### config.mk
export PLATFORM = sky130hd
export DESIGN_NAME = bus_pckg_scoreboard
export DESIGN_NICKNAME = d
export VERILOG_FILES = /design/src/rtl/bus_pckg_scoreboard.sv
export SDC_FILE = /design/constraint.sdc
export NUM_CORES = 1
export LEC_CHECK = 0
export CAP_MARGIN = 10
export CELL_PAD_IN_SITES_DETAIL_PLACEMENT = 0
export CELL_PAD_IN_SITES_GLOBAL_PLACEMENT = 2
export CORE_UTILIZATION = 41
export CTS_BUF_LIST = sky130_fd_sc_hd__clkbuf_8
export CTS_CLUSTER_DIAMETER = 150
export CTS_CLUSTER_SIZE = 28
export DETAILED_ROUTE_END_ITERATION = 10
export GPL_ROUTABILITY_DRIVEN = 0
export PLACE_DENSITY = 0.84
export RECOVER_POWER = 50
export SETUP_SLACK_MARGIN = 0.15
export SYNTH_ARGS = -nofsm -noshare
export SYNTH_HDL_FRONTEND = slang
export SYNTH_SLANG_ARGS = --single-unit
### constraint.sdc
create_clock -name clk -period 5.6 [get_ports clk]
set_input_delay 1.12 -clock clk [delete_from_list [all_inputs] [get_ports clk]]
set_output_delay 1.12 -clock clk [all_outputs]
set_load 0.005 [all_outputs]
### src/rtl/bus_pckg_scoreboard.sv
// Packet scoreboard: routes expected packets into per-destination FIFOs by ID and
// checks monitor-observed packets against the queue heads, with timeout and counters.
module bus_pckg_scoreboard #(
  parameter int DRVRS   = 4,
  parameter int PCKG_SZ = 16,
  parameter int DEPTH   = 8,
  parameter int TIMEOUT = 255,
  parameter int CNT_W   = 16
) (
  input  logic                             clk,
  input  logic                             reset,
  input  logic                             exp_valid,
  input  logic [PCKG_SZ-1:0]               exp_pckg,
  input  logic [DRVRS-1:0]                 obs_valid,
  input  logic [DRVRS*PCKG_SZ-1:0]         obs_pckg,
  output logic [CNT_W-1:0]                 match_cnt,
  output logic [CNT_W-1:0]                 mism_cnt,
  output logic [CNT_W-1:0]                 unexp_cnt,
  output logic [CNT_W-1:0]                 miss_cnt,
  output logic [CNT_W-1:0]                 ovf_cnt,
  output logic                             err,
  output logic                             bad_id,
  output logic                             idle,
  output logic [$clog2(DRVRS*DEPTH+1)-1:0] pending
);

  localparam int PTR_W  = $clog2(DEPTH);
  localparam int QCNT_W = $clog2(DEPTH + 1);
  localparam int AGE_W  = $clog2(TIMEOUT + 1);
  localparam int EV_W   = $clog2(DRVRS + 1);
  localparam int PEND_W = $clog2(DRVRS * DEPTH + 1);
  localparam int SUM_W  = CNT_W + EV_W;

  typedef enum logic [1:0] {
    ST_EMPTY,
    ST_WAIT,
    ST_EXPIRE
  } ch_state_e;

  logic [PCKG_SZ-1:0] mem       [DRVRS][DEPTH];
  logic [PTR_W-1:0]   wr_ptr    [DRVRS];
  logic [PTR_W-1:0]   rd_ptr    [DRVRS];
  logic [QCNT_W-1:0]  q_cnt     [DRVRS];
  logic [QCNT_W-1:0]  q_cnt_nxt [DRVRS];
  logic [AGE_W-1:0]   age       [DRVRS];
  logic [AGE_W-1:0]   age_nxt   [DRVRS];
  ch_state_e          state     [DRVRS];

  logic [DRVRS-1:0] push;
  logic [DRVRS-1:0] pop;
  logic [EV_W-1:0]  n_match;
  logic [EV_W-1:0]  n_mism;
  logic [EV_W-1:0]  n_unexp;
  logic [EV_W-1:0]  n_miss;
  logic             ovf_ev;
  logic             bad_ev;
  logic [7:0]       exp_id;
  logic             id_ok;

  assign exp_id = exp_pckg[PCKG_SZ-1 -: 8];
  assign id_ok  = exp_id < 8'(DRVRS);
  assign bad_ev = exp_valid && !id_ok;

  // Saturating add of a per-cycle event count onto a counter.
  function automatic logic [CNT_W-1:0] sat_add(input logic [CNT_W-1:0] a,
                                               input logic [EV_W-1:0]  b);
    logic [SUM_W-1:0] s;
    s = SUM_W'(a) + SUM_W'(b);
    if (s > SUM_W'({CNT_W{1'b1}})) return {CNT_W{1'b1}};
    return s[CNT_W-1:0];
  endfunction

  // Per-channel event decode. An observation always takes priority over an
  // expiring head, and a pop in the same cycle frees room for a push to a full queue.
  always_comb begin
    // NOTE: every comb output gets a default up front so no path infers a latch.
    push    = '0;
    pop     = '0;
    n_match = '0;
    n_mism  = '0;
    n_unexp = '0;
    n_miss  = '0;
    ovf_ev  = 1'b0;
    for (int i = 0; i < DRVRS; i++) begin
      q_cnt_nxt[i] = q_cnt[i];
      age_nxt[i]   = '0;
      if (obs_valid[i]) begin
        if (q_cnt[i] != '0) begin
          pop[i] = 1'b1;
          if (obs_pckg[i*PCKG_SZ +: PCKG_SZ] == mem[i][rd_ptr[i]])
            n_match = n_match + EV_W'(1);
          else
            n_mism = n_mism + EV_W'(1);
        end else begin
          n_unexp = n_unexp + EV_W'(1);
        end
      end else if (state[i] == ST_EXPIRE) begin
        pop[i] = 1'b1;
        n_miss = n_miss + EV_W'(1);
      end

      if (exp_valid && id_ok && (exp_id == 8'(i))) begin
        if ((q_cnt[i] == QCNT_W'(DEPTH)) && !pop[i]) ovf_ev = 1'b1;
        else push[i] = 1'b1;
      end

      case ({push[i], pop[i]})
        2'b10:   q_cnt_nxt[i] = q_cnt[i] + QCNT_W'(1);
        2'b01:   q_cnt_nxt[i] = q_cnt[i] - QCNT_W'(1);
        default: q_cnt_nxt[i] = q_cnt[i];
      endcase

      // Age restarts for each new head and stays at zero while the queue is empty.
      if (!pop[i] && (q_cnt[i] != '0)) age_nxt[i] = age[i] + AGE_W'(1);
    end
  end

  // NOTE: queue storage carries no reset; validity is tracked by the pointers and counts.
  always_ff @(posedge clk) begin
    for (int i = 0; i < DRVRS; i++) begin
      if (push[i]) mem[i][wr_ptr[i]] <= exp_pckg;
    end
  end

  // NOTE: all state below uses non-blocking assignments so every register samples pre-edge values.
  always_ff @(posedge clk or posedge reset) begin
    if (reset) begin
      for (int i = 0; i < DRVRS; i++) begin
        wr_ptr[i] <= '0;
        rd_ptr[i] <= '0;
        q_cnt[i]  <= '0;
        age[i]    <= '0;
        state[i]  <= ST_EMPTY;
      end
      match_cnt <= '0;
      mism_cnt  <= '0;
      unexp_cnt <= '0;
      miss_cnt  <= '0;
      ovf_cnt   <= '0;
      err       <= 1'b0;
      bad_id    <= 1'b0;
    end else begin
      for (int i = 0; i < DRVRS; i++) begin
        if (push[i]) wr_ptr[i] <= wr_ptr[i] + PTR_W'(1);
        if (pop[i])  rd_ptr[i] <= rd_ptr[i] + PTR_W'(1);
        q_cnt[i] <= q_cnt_nxt[i];
        age[i]   <= age_nxt[i];
        if (q_cnt_nxt[i] == '0)
          state[i] <= ST_EMPTY;
        else if (age_nxt[i] == AGE_W'(TIMEOUT))
          state[i] <= ST_EXPIRE;
        else
          state[i] <= ST_WAIT;
      end
      match_cnt <= sat_add(match_cnt, n_match);
      mism_cnt  <= sat_add(mism_cnt, n_mism);
      unexp_cnt <= sat_add(unexp_cnt, n_unexp);
      miss_cnt  <= sat_add(miss_cnt, n_miss);
      ovf_cnt   <= sat_add(ovf_cnt, EV_W'(ovf_ev));
      if (bad_ev) bad_id <= 1'b1;
      if (bad_ev || ovf_ev || (n_mism != '0) || (n_unexp != '0) || (n_miss != '0))
        err <= 1'b1;
    end
  end

  always_comb begin
    pending = '0;
    idle    = 1'b1;
    for (int i = 0; i < DRVRS; i++) begin
      pending = pending + PEND_W'(q_cnt[i]);
      if (q_cnt[i] != '0) idle = 1'b0;
    end
  end

endmodule

==> impl_metrics.env, run 1 <==
export IMPL_grt_total_usage=0.178
export IMPL_fin_crit_sh=0.952
export IMPL_worst_path_stages=25
export IMPL_reg2reg_to="match_cnt[15]"
export IMPL_rsz0062_at_grt="true"
export IMPL_relSlewSlack=-1.49
export IMPL_area_growth_pct=17.1
export IMPL_cap_viol_max_count=11
export IMPL_tightest_slew_ns=3.74
export IMPL_synthDistinctLibCells=63
export IMPL_cts_tree="done"
export IMPL_drive_above_1_share=0.190
export IMPL_cts_buffer_depth=3
export IMPL_yosysSeqAreaShare=0.670
export IMPL_p_leak_nw=12.5
export IMPL_rr_worst_depth=25
export IMPL_ant_nets=0
export IMPL_whs_ns=0.508
export IMPL_wl_per_cell_um=20.8
export IMPL_cp_end_kind="register"
export IMPL_crit_buf_inv=3
export IMPL_ir_drop_mv=0.468
export IMPL_ys_ff_latch=674
export IMPL_io_pins=176
export IMPL_wirelength_um=64100
export IMPL_cp_arrival_ns=5.95
export IMPL_reg2reg_slack_ns=0.27
export IMPL_crit_type="register to register"
export IMPL_syn_inst=1796
export IMPL_hold_path_startpoint="age[16]"
export IMPL_fin_ws_ns=0.267
export IMPL_critPathMostFrequentCell="ha_4"
export IMPL_grt_overflow=0
export IMPL_fill_cells=5919
export IMPL_die_h_um=268
export IMPL_min_to="age[16]"
export IMPL_synth_fp_nets=1951
export IMPL_critPathMaxStageDelay_ns=0.51
export IMPL_clock_latency_ns=0.72
export IMPL_fin_nets=2269
export IMPL_synth_flop_cell="edfxtp_1"
export IMPL_cp_data_required_time_ns=6.22
export IMPL_avgSynthCellArea_sq_um=16.2
export IMPL_grt_pass1_wl_um=96700
export IMPL_yosysWarnings=0
export IMPL_holdPathStages=1
export IMPL_cts_sinks=674
export IMPL_drt_initial_drc_count=1146
export IMPL_finalClockSkew_ns=0.0626
export IMPL_die_width_um=268
export IMPL_clkTransAtPathRegs_ns=0.16
export IMPL_hold_path_class="register to register"
export IMPL_setup_violations=0
export IMPL_antenna_found_initial=4
export IMPL_maxSlewViolCount=493
export IMPL_cp_max_fo=6
export IMPL_die_area_sq_um=71800
export IMPL_portBuffers=175
export IMPL_async_flop_share=0.240
export IMPL_cp_slowest_cell="mux4_2"
export IMPL_core_area_sq_um=70000
export IMPL_vias_per_cell=5.24
export IMPL_fmax_mhz=188
export IMPL_violations="max-capacitance violations, max-slew violations"
export IMPL_numCtsBuffers=28
export IMPL_cp_start_kind="register"
export IMPL_cts_hold_buf=0
export IMPL_rows=97
export IMPL_num_vias=16100
export IMPL_post_route_drc_count=0
export IMPL_finalCriticalPeriod_ns=5.33
export IMPL_pre_cts_slack_ns=-0.371
export IMPL_hold_viol_final=0
export IMPL_cts_root_buf="clkbuf_8"
export IMPL_dr_pass1_iters=5
export IMPL_r2r_start="rd_ptr[10]"
export IMPL_hpwl_um=41900
export IMPL_crit_family="simple AND/OR/NAND/NOR gates"
export IMPL_cellPowerDensity_nw_per_um2=394
export IMPL_start_util=0.414
export IMPL_grt_pass1_vias=16500
export IMPL_synth_area_sq_um=29000
export IMPL_h_tree_depth=1
export IMPL_synth_edf_count=512
export IMPL_status="complete, but fails checks"
export IMPL_grt_max_degree=163
-- metrics by stage --
| stage | std cells | TNS (ns) | area [sq um] | power (mW) | utilization |
|---|---|---|---|---|---|
| floorplan | 1796 | 0 | 29000 | 9.15 | - |
| global placement | 2988 | -5.03 | 32800 | 11.1 | 0.469 |
| detailed placement | 2988 | -6.87 | 32800 | 11.2 | 0.469 |
| CTS | 3053 | 0 | 33700 | 13.3 | 0.481 |
| global route | 3075 | 0 | 34000 | 14.1 | 0.485 |
| finish | 3076 | 0 | 34000 | 13.4 | 0.485 |
-- area by class of cell --
class                           count  area [sq um]  area share
Antenna cell                        2          5.00    0.000147
Tap cell                          940          1180      0.0346
Clock inverter                     22           121     0.00357
Sequential cell                   674         19400       0.572
Clock buffer                       28           385      0.0113
Inverter                           33           128     0.00376
Multi-Input combinational cell   1038          9580       0.282
Timing Repair Buffer              339          3140      0.0923
-- layout by cell type, fill, tap and decap left out, drive strengths merged, types with 5 or more instances in the layout --
master         instances
o22ai                  7
nand3                 43
xor2                  76
nor3b                  6
edfxtp               512
dfrtp                162
buf                  140
or3                    9
ha                    52
a31oi                  5
o21ai                 22
nand2b                22
xnor2                 93
nor2                 106
inv                   52
a21oi                 29
or2                    7
mux4                 110
fa                    16
a21o                  14
nor2b                 22
nor3                  28
a221oi                 8
nor4                  24
mux2                  32
nand2                144
dlygate4sd3           20
clkbuf                52
clkdlybuf4s50        155
nand4                 18
and2                   8
and3                  20
mux2i                 90
-- worst register-to-register path, stage by stage (launching register included) --
cell,delay [ns]
dfrtp_2,0.47
buf_12,0.15
buf_12,0.11
mux4_2,0.51
mux2i_2,0.21
xnor2_1,0.11
nor4_2,0.37
nand4_1,0.21
buf_6,0.19
nor2_4,0.10
ha_4,0.22
nand2_4,0.06
o31ai_4,0.07
ha_1,0.28
mux2_4,0.30
ha_4,0.22
mux2_4,0.27
ha_4,0.26
a21o_1,0.12
a21oi_2,0.07
nor2_2,0.10
and2_4,0.16
nand4_1,0.20
nor3_2,0.27
nand3_1,0.10
o21a_1,0.11
-- kinds of logic after synthesis --
kind of cell	Yosys count	share of synthesized area
AO/OA/AOI/OAI	96	0.0216
XOR/XNOR	169	0.0513
adder cells (fa/ha/maj)	68	0.0335
buffers and inverters	84	0.0136
flip-flops	674	0.670
multiplexers	232	0.129
AND/OR/NAND/NOR	473	0.0810
-- report_power, final --
part / internal, mW / switching, mW / leakage [nW]
clock network: 0.488 / 1.44 / 0.326
registers: 5.58 / 0.342 / 6.71
logic: 2.94 / 2.60 / 5.43
-- repair_timing --
action	in CTS	in global routing
resized for setup	34	46
cloned	2	1
endpoints found under the setup margin	32	32
setup buffers	13	18
pin swaps	15	38
-- per-layer routing --
metal  vias to the layer above  share of wire  GRT usage
met3                        51          0.047     0.0200
met5                         -              0          0
met4                         0          0.016     0.0368
met1                      8345           0.44      0.246
met2                       325           0.50      0.303
li1                       7383              -          -
-- worst max-delay path by stage --
stage           startpoint       endpoint  slack (ns)
2_1_floorplan    rd_ptr[6]   mism_cnt[10]        0.31
3_3_place_gp   obs_pckg[8]   mism_cnt[13]       -0.30
3_5_place_dp   obs_pckg[8]   mism_cnt[13]       -0.37
4_1_cts         rd_ptr[10]    mism_cnt[9]        0.15
5_1_grt          rd_ptr[9]   mism_cnt[13]        0.01
6_report        rd_ptr[10]  match_cnt[15]        0.27
-- sequential cells by signal, summed over array words and instances (netlist names) --
register and cells:
match_cnt 16, mism_cnt 16, err 1, bad_id 1, rd_ptr 12, unexp_cnt 16, age 32, state 8
ovf_cnt 16, miss_cnt 16, q_cnt 16, mem 512, wr_ptr 12
-- synthesized netlist by cell type, types with 2 or more instances --
master	n	area share
nand2_1	143	0.019
o21ai_0	21	0.0036
nor4_1	20	0.0043
ha_1	52	0.022
a21oi_2	3	0.00091
a221oi_1	8	0.0024
inv_1	33	0.0043
nand3b_1	2	0.00052
dfrtp_1	162	0.14
or3_1	9	0.0019
nor3b_1	4	0.0010
a21o_1	14	0.0036
nor4_2	4	0.0017
or4b_1	2	0.00069
mux2_4	4	0.0021
fa_1	16	0.011
nor2b_1	22	0.0047
o21a_1	4	0.0010
a21oi_1	26	0.0045
buf_2	15	0.0026
mux4_2	110	0.085
and2_1	7	0.0015
buf_1	4	0.00052
nor2_2	2	0.00043
or2_2	5	0.0011
nand3_1	43	0.0074
mux2_2	28	0.011
nor4b_1	3	0.00091
edfxtp_1	512	0.53
clkbuf_1	21	0.0027
nand4_1	18	0.0039
xnor2_1	92	0.028
nor2_1	103	0.013
and4_1	3	0.00091
buf_6	5	0.0019
or4_1	3	0.00078
o22ai_1	7	0.0015
a31oi_1	5	0.0011
buf_4	6	0.0016
and3_1	20	0.0043
nor3_1	28	0.0048
nand2b_1	22	0.0047
mux2i_1	90	0.031
xor2_1	76	0.023
Note: power is estimated with default switching activity, not from simulation.
==> run 2, diff against run 1 <==
--- a/config.mk
+++ b/config.mk
@@ -15,8 +15,8 @@
 export DETAILED_ROUTE_END_ITERATION = 10
 export GPL_ROUTABILITY_DRIVEN = 0
 export PLACE_DENSITY = 0.84
-export RECOVER_POWER = 50
-export SETUP_SLACK_MARGIN = 0.15
+export RECOVER_POWER = 100
+export SETUP_SLACK_MARGIN = 0.02
 export SYNTH_ARGS = -nofsm -noshare
 export SYNTH_HDL_FRONTEND = slang
 export SYNTH_SLANG_ARGS = --single-unit
==> run 2 against run 1 <==
Compared with the run above:
- the run still ends with max-capacitance violations, max-slew violations left
- wire length fell by 2.1%
- sequential share of layout area rose by 1.2 points
- clock-buffer cell count rose by 1
- clock power barely moved
- critical path depth rose by 1
- setup slack improved by 0.036 ns
- hold slack got worse by 0.012 ns
- via count fell by 1.6%
- global-route usage fell by 0.25 points
- total power fell by 3.0%
- critical endpoint unchanged
- highest routed layer unchanged
==> impl_metrics.env, run 2 (synthesis results as in run 1) <==
export IMPL_crit_type="register to register"
export IMPL_grt_max_degree=107
export IMPL_cts_root_buf="clkbuf_8"
export IMPL_dr_pass1_iters=5
export IMPL_clkTransAtPathRegs_ns=0.16
export IMPL_busiest_layer="met2"
export IMPL_io_pins=176
export IMPL_reg2reg_to="match_cnt[15]"
export IMPL_final_cell_mix="edfxtp_1, dfrtp_1, nand2_1"
export IMPL_ant_nets=0
export IMPL_multi_input_area_sq_um=9340
export IMPL_portBuffers=175
export IMPL_switching_share=0.329
export IMPL_clock_latency_ns=0.70
export IMPL_cp_data_required_time_ns=6.21
export IMPL_rows=97
export IMPL_fill_cells=5947
export IMPL_ir_drop_mv=0.488
export IMPL_dpl_cell_count=2973
export IMPL_r2r_start="rd_ptr[10]"
export IMPL_vias_per_cell=5.22
export IMPL_crit_end="match_cnt[15]"
export IMPL_core_area_sq_um=70000
export IMPL_cts_buffer_depth=3
export IMPL_clock_power_share=0.147
export IMPL_seq_area_sq_um=19400
export IMPL_cts_tree="done"
export IMPL_p_int_mw=8.73
export IMPL_area_growth_pct=14.6
export IMPL_cp_end_kind="register"
export IMPL_finalNonFillerCells=3038
export IMPL_wl_per_cell_um=20.6
export IMPL_cp_slowest_cell="dfrtp_2"
export IMPL_pwr_share_seq=0.455
export IMPL_reg2reg_slack_ns=0.30
export IMPL_finalClockSkew_ns=0.0715
export IMPL_drt_initial_drc_count=1159
export IMPL_setup_violations=0
export IMPL_fin_crit_sh=0.946
export IMPL_cap_viol_max_count=10
export IMPL_cellPowerDensity_nw_per_um2=391
export IMPL_cp_max_fo=12
export IMPL_die_width_um=268
export IMPL_drive_above_1_share=0.136
export IMPL_tightest_slew_ns=2.31
export IMPL_combPwrFrac=0.398
export IMPL_fin_nets=2231
export IMPL_grt_pass1_vias=16100
export IMPL_status="complete, but fails checks"
export IMPL_p_leak_nw=12.3
export IMPL_hpwl_um=41500
export IMPL_relSlewSlack=-0.542
export IMPL_mostFrequentLayoutCell="edfxtp_1"
export IMPL_fmax_mhz=189
export IMPL_hold_path_class="register to register"
export IMPL_maxSlewViolCount=404
export IMPL_grt_use_met1=0.243
export IMPL_grt_total_usage=0.175
export IMPL_cp_start_kind="register"
export IMPL_finalCriticalPeriod_ns=5.30
export IMPL_violations="max-capacitance violations, max-slew violations"
export IMPL_die_h_um=268
export IMPL_largest_register_ffs=512
export IMPL_h_tree_depth=1
export IMPL_antenna_found_initial=7
export IMPL_num_vias=15800
export IMPL_numCtsBuffers=28
export IMPL_met2_usage=0.301
export IMPL_post_route_drc_count=0
export IMPL_start_util=0.414
export IMPL_cp_startpoint="rd_ptr[10]"
export IMPL_grt_overflow=0
export IMPL_rr_worst_depth=26
export IMPL_p_switching_mw=4.27
export IMPL_die_area_sq_um=71800
export IMPL_cts_sinks=674
export IMPL_critPathMostFrequentCell="ha_1"
export IMPL_critPathMaxStageDelay_ns=0.48
export IMPL_cp_arrival_ns=5.90
export IMPL_rsz0062_at_grt="true"
export IMPL_wirelength_um=62700
export IMPL_tns_ns=0
export IMPL_use_met3=0.0164
export IMPL_grt_pass1_wl_um=95700
export IMPL_hold_viol_final=0
run 2: changes by cell type in the layout (fill, tap and decap cells not counted), sizes merged, moves of 41 or more:
cell,delta
clkdlybuf4s50,-89
dlygate4sd3,+89
buf,-78
clkbuf,+41
run 2: how the worst min path moves through the flow:
stage	startpoint	endpoint	slack, ns	cells after the start
finish	rd_ptr[2]	rd_ptr[2]	0.50	1
global route	bad_id	bad_id	0.52	1
CTS	rd_ptr[2]	rd_ptr[2]	0.50	1
detailed placement	bad_id	bad_id	0.48	1
global placement	bad_id	bad_id	0.46	1
floorplan	age[16]	age[16]	0.46	1
run 2: what timing repair did:
item                                   CTS  global route
buffers inserted                         0             7
setup endpoints to repair                1            32
gates resized for setup                  4            36
hold buffers                             0             0
endpoints found under the hold margin    0             0
cloned                                   0             3
pin swaps                                0            11
run 2: through the flow:
step	util	hold WS [ns]	total power, mW	cell area (sq um)	worst slack (ns)
after global routing	0.475	0.522	13.7	33300	-0.0225
after detailed placement	0.467	0.475	11.1	32700	-0.148
after global placement	0.467	0.456	11.0	32700	-0.127
final	0.475	0.497	13.0	33300	0.303
after floorplan	-	0.456	9.15	29000	0.0389
after CTS	0.474	0.500	13.0	33200	0.0207
run 2: layout make-up:
type / instances / share of cell area
sequential: 674 / 0.584
multi-input combinational: 1038 / 0.281
timing repair buffer: 301 / 0.0801
tap: 940 / 0.0354
clock buffer: 29 / 0.0120
inverter: 33 / 0.00384
clock inverter: 22 / 0.00327
antenna: 1 / 0.0000752
run 2: power groups by stage:
stage	Clock, mW	Combinational, mW	Sequential [mW]
2_1_floorplan	0	3.27	5.88
3_3_place_gp	0	5.03	6.01
3_5_place_dp	0	5.09	6.02
4_1_cts	1.99	5.14	5.91
5_1_grt	2.14	5.60	5.97
6_report	1.91	5.17	5.92
run 2: routing by layer:
metal,part of all wire,vias up
li1,-,7299
met1,0.44,8164
met2,0.50,323
met3,0.041,63
met4,0.020,0
met5,0,-
run 2: critical path: cells and delay by family, from the launching register on:
family	cells	cell delay [ns]
simple gates	9	1.49
fa+ha+maj	4	1.05
mux	3	0.90
compound gates	6	0.61
flops	1	0.48
buf+inv	3	0.47
xor+xnor	1	0.17
